## config.mk

```make
export PLATFORM = sky130hd
export DESIGN_NAME = gate_exerciser
export DESIGN_NICKNAME = d
export VERILOG_FILES = /design/src/rtl/gate_exerciser.sv
export SDC_FILE = /design/constraint.sdc
export NUM_CORES = 1
export LEC_CHECK = 0
export ABC_AREA = 1
export BUFFER_PORTS_ARGS = -buffer_cell sky130_fd_sc_hd__buf_2
export CAP_MARGIN = 10
export CORE_MARGIN = 8
export CORE_UTILIZATION = 40
export DETAILED_ROUTE_END_ITERATION = 6
export GPL_ROUTABILITY_DRIVEN = 0
export SYNTH_ARGS = -nofsm -noshare
export SYNTH_HDL_FRONTEND = slang
export SYNTH_SLANG_ARGS = --single-unit
```

## constraint.sdc

```tcl
create_clock -name clk -period 1.5 [get_ports clk]
set_input_delay 0.3 -clock clk [delete_from_list [all_inputs] [get_ports clk]]
set_output_delay 0.3 -clock clk [all_outputs]
set_load 0.03 [all_outputs]
```

## src/rtl/gate_exerciser.sv

```systemverilog
// Self-test driver for a 2-input combinational gate: walks {a,b} through 00..11,
// samples gate_out on the last hold cycle of each vector and checks it against EXPECT.
module gate_exerciser #(
  parameter int         HOLD_CYCLES = 2,
  parameter logic [3:0] EXPECT      = 4'b1000
) (
  input  logic       clk,
  input  logic       rst,
  input  logic       start,
  input  logic       gate_out,
  output logic       a,
  output logic       b,
  output logic       busy,
  output logic       done,
  output logic       pass,
  output logic [3:0] fail_vec,
  output logic [2:0] fail_count
);

  localparam int            CW       = (HOLD_CYCLES > 1) ? $clog2(HOLD_CYCLES) : 1;
  localparam logic [CW-1:0] CNT_LAST = CW'(HOLD_CYCLES - 1);
  localparam logic [CW-1:0] CNT_ONE  = CW'(1);

  localparam logic [1:0] S_IDLE   = 2'd0;
  localparam logic [1:0] S_DRIVE  = 2'd1;
  localparam logic [1:0] S_FINISH = 2'd2;

  logic [1:0]    state_q, state_d;
  logic [1:0]    idx_q, idx_d;
  logic [CW-1:0] cnt_q, cnt_d;
  logic          a_q, a_d;
  logic          b_q, b_d;
  logic          busy_q, busy_d;
  logic          done_q, done_d;
  logic          pass_q, pass_d;
  logic [3:0]    fail_vec_q, fail_vec_d;
  logic [2:0]    fail_count_q, fail_count_d;

  // Next-state and next-output computation for the vector sequencer
  always_comb begin
    state_d      = state_q;
    idx_d        = idx_q;
    cnt_d        = cnt_q;
    a_d          = a_q;
    b_d          = b_q;
    busy_d       = busy_q;
    done_d       = 1'b0;
    pass_d       = pass_q;
    fail_vec_d   = fail_vec_q;
    fail_count_d = fail_count_q;
    case (state_q)
      S_IDLE: begin
        a_d    = 1'b0;
        b_d    = 1'b0;
        if (start) begin
          state_d      = S_DRIVE;
          idx_d        = 2'd0;
          cnt_d        = '0;
          fail_vec_d   = 4'b0000;
          fail_count_d = 3'd0;
          pass_d       = 1'b0;
          busy_d       = 1'b1;
        end else begin
          busy_d = 1'b0;
        end
      end
      S_DRIVE: begin
        if (cnt_q == CNT_LAST) begin
          if (gate_out != EXPECT[idx_q]) begin
            fail_vec_d[idx_q] = 1'b1;
            fail_count_d      = fail_count_q + 3'd1;
          end else begin
            fail_count_d = fail_count_q;
          end
          cnt_d = '0;
          if (idx_q == 2'd3) begin
            // Verdict includes the vector sampled on this very edge
            state_d = S_FINISH;
            idx_d   = 2'd0;
            busy_d  = 1'b0;
            done_d  = 1'b1;
            a_d     = 1'b0;
            b_d     = 1'b0;
            pass_d  = (fail_vec_d == 4'b0000);
          end else begin
            idx_d      = idx_q + 2'd1;
            {a_d, b_d} = idx_q + 2'd1;
          end
        end else begin
          cnt_d = cnt_q + CNT_ONE;
        end
      end
      S_FINISH: begin
        state_d = S_IDLE;
        a_d     = 1'b0;
        b_d     = 1'b0;
        busy_d  = 1'b0;
      end
      default: begin
        state_d = S_IDLE;
        idx_d   = 2'd0;
        cnt_d   = '0;
        a_d     = 1'b0;
        b_d     = 1'b0;
        busy_d  = 1'b0;
      end
    endcase
  end

  // State and output registers with synchronous reset
  always_ff @(posedge clk) begin
    if (rst) begin
      state_q      <= S_IDLE;
      idx_q        <= 2'd0;
      cnt_q        <= '0;
      a_q          <= 1'b0;
      b_q          <= 1'b0;
      busy_q       <= 1'b0;
      done_q       <= 1'b0;
      pass_q       <= 1'b0;
      fail_vec_q   <= 4'b0000;
      fail_count_q <= 3'd0;
    end else begin
      state_q      <= state_d;
      idx_q        <= idx_d;
      cnt_q        <= cnt_d;
      a_q          <= a_d;
      b_q          <= b_d;
      busy_q       <= busy_d;
      done_q       <= done_d;
      pass_q       <= pass_d;
      fail_vec_q   <= fail_vec_d;
      fail_count_q <= fail_count_d;
    end
  end

  assign a          = a_q;
  assign b          = b_q;
  assign busy       = busy_q;
  assign done       = done_q;
  assign pass       = pass_q;
  assign fail_vec   = fail_vec_q;
  assign fail_count = fail_count_q;

endmodule

```

==> impl_metrics.ini <==
[status]
status = complete, no violations

[layout]
antennaDiodeCount = 0
multi_input_area_um2 = 415
drive_above_1_share = 0.270
final_common_cell = nand2_1
area_growth_pct = 16.2
fillers = 215
nets = 132
final-seq-area_um2 = 340
post-route-util = 0.485
most-common-layout-cells = nand2_1, dfxtp_1, buf_2, a21oi_1

[global_routing]
use_met1 = 0.126
met2_usage = 0.161
grtUsageTotal = 0.103
grt_pass1_vias = 693
grt_max_degree = 11
grt_antenna_before_repair = 0
grt_overflow_total = 0
grt_use_met3 = 0.0254
grt_pass1_wl_um = 2890
top_usage_layer = met2

[detailed_routing]
drtAntennaViolNets = 0
wirelength_um = 1660
route.detailed.drc = 0
routedWlPerCell_um = 11.1
drt_pass1_iterations = 4
via_per_inst = 4.81
via_count = 716
drtIter0Drc = 8

[synth]
synth_area_um2 = 810
synth_nets = 113
ys_warn_count = 0
postSynthAreaPerCell_um2 = 7.78
seq_area_frac_synth = 0.420
ys_types = 21
syn-instance-count = 104
synth_seq_cells = 17

[placed_design]
io_buffer_count = 15
dpl.hpwl_um = 1320

[clock_network]
cts_resized = 0
cts_tree = done
cts_made_buffers = 3
clock_path_buffers = 2
clk_pin_slew_worst_paths_ns = 0.11
ctsHtreeMaxLevel = 1
cts_root_buf = clkbuf_4
holdBufCountCts = 0
cts_sinks = 17
clk_latency_ns = 0.30
post-cts-setup-buffer-count = 0

[power_and_ir_drop]
power_density_nw_per_um2 = 893
peakVddDrop_v = 0.000559
power.leakage_nw = 0.444
comb_power_share = 0.132
power_mw = 0.840
p_clk_frac = 0.305
internal-power_mw = 0.597
p_switching_mw = 0.243
switching_share = 0.289
power_frac_seq = 0.563

[floorplanning]
core_region_area_um2 = 1940
die_area_um2 = 3720
io_pins = 16
std_cell_rows = 16
initial_core_util = 0.417
dieHeight_um = 61.0
die_x_um = 61.0

[sta]
maxSlewViolCount = 0
slew_headroom = 0.823
setup_viol = 0
setup_tns_ns = 0
min_period_over_period = 0.906
finalClockSkew_ns = 0.00893
finalHoldViolations = 0
tightest_slew_ns = 0.265
fmax_ghz = 0.736
fin_crit_ns = 1.36
rsz0062_at_grt = no

[job]
drv_cap = 0

[setup_path]
crit_fanout = 5
path_delay_family = flip-flops
crit_path_start_kind = flop
crit_path_top_delay_cell = dfxtp_1
crit_path_frequent_cell = nand2_1
crit_type = reg2reg
crit_buf_inv = 1
end_kind = flop
cpPeakStageDelay_ns = 0.40
path_cells = ha_1 -> inv_2 -> nand2_2 -> nand2_1 -> nor2_1 -> nand2_1 -> a21oi_1
arrival_ns = 1.59
crit_required_ns = 1.73

[min_path]
min-delay-path-class = in2reg
==> state kept, by name (all words and copies together), names as in the netlist <==
| register | flops |
|---|---|
| done | 1 |
| busy | 1 |
| fail_vec | 4 |
| idx_q | 2 |
| b | 1 |
| state_q | 2 |
| a | 1 |
| cnt_q | 1 |
| fail_count | 3 |
| pass | 1 |
==> path summary, 6_finish.rpt <==
| check | startpoint | endpoint | slack (ns) | cells past startpoint |
|---|---|---|---|---|
| worst max-delay path | idx_q[0] | fail_count[1] | 0.14 | 7 |
| worst min-delay path | rst | fail_count[2] | 0.29 | 2 |
| worst max register to register | idx_q[0] | fail_count[1] | 0.14 | 7 |
| worst min register to register | b | b | 0.47 | 2 |
==> final cells by class <==
| cell class | count | area share |
|---|---|---|
| clock buffer | 3 | 0.0239 |
| multi-input combinational | 73 | 0.441 |
| clock inverter | 1 | 0.00532 |
| timing repair buffer | 15 | 0.0798 |
| sequential | 17 | 0.362 |
| tap | 27 | 0.0359 |
| inverter | 13 | 0.0519 |
==> cells by family after synthesis <==
group / synth area share
XOR/XNOR: 0.0108
buffers and inverters: 0.0664
adder cells (fa/ha/maj): 0.0773
flip-flops: 0.420
AO/OA/AOI/OAI: 0.142
AND/OR/NAND/NOR: 0.283
==> worst register-to-register path: stages (launching register included) <==
cell and delay [ns]:
dfxtp_1 0.40, ha_1 0.28, inv_2 0.07, nand2_2 0.09
nand2_1 0.07, nor2_1 0.16, nand2_1 0.08, a21oi_1 0.14
==> routing by layer <==
metal / part of all wire / routed length, µm / vias to the layer above
met3: 0.037 / 61 / 5
met5: 0 / 0 / -
met1: 0.49 / 806 / 323
met2: 0.46 / 754 / 16
li1: - / - / 372
met4: 0.020 / 33 / 0
==> cell usage after synthesis, drive strengths merged <==
cell type  count  area share
inv           13       0.060
nor2          10       0.066
buf            1      0.0062
o22ai          1      0.0077
xor2           1       0.011
o211ai         1      0.0093
a21oi         12       0.079
nor3           1      0.0062
nand3          8       0.056
a211oi         1       0.015
nand2         28        0.15
o21ai          5       0.031
ha             5       0.077
dfxtp         17        0.42
==> power groups by stage <==
stage	Combinational [mW]	Sequential, mW	Clock [mW]
floorplan	0.0778	0.490	0
global placement	0.112	0.482	0
detailed placement	0.112	0.483	0
CTS	0.113	0.473	0.260
global route	0.128	0.474	0.273
finish	0.111	0.473	0.256
==> per-stage QoR <==
step                worst slack [ns]  hold WS [ns]  std cells  cell area (µm²)
floorplan                      0.311         0.508        104              810
global placement               0.218         0.453        145              913
detailed placement             0.181         0.454        145              913
CTS                            0.151         0.284        149              941
global route                  0.0137         0.304        149              941
finish                         0.141         0.289        149              941
(Power assumes the default switching activity.)
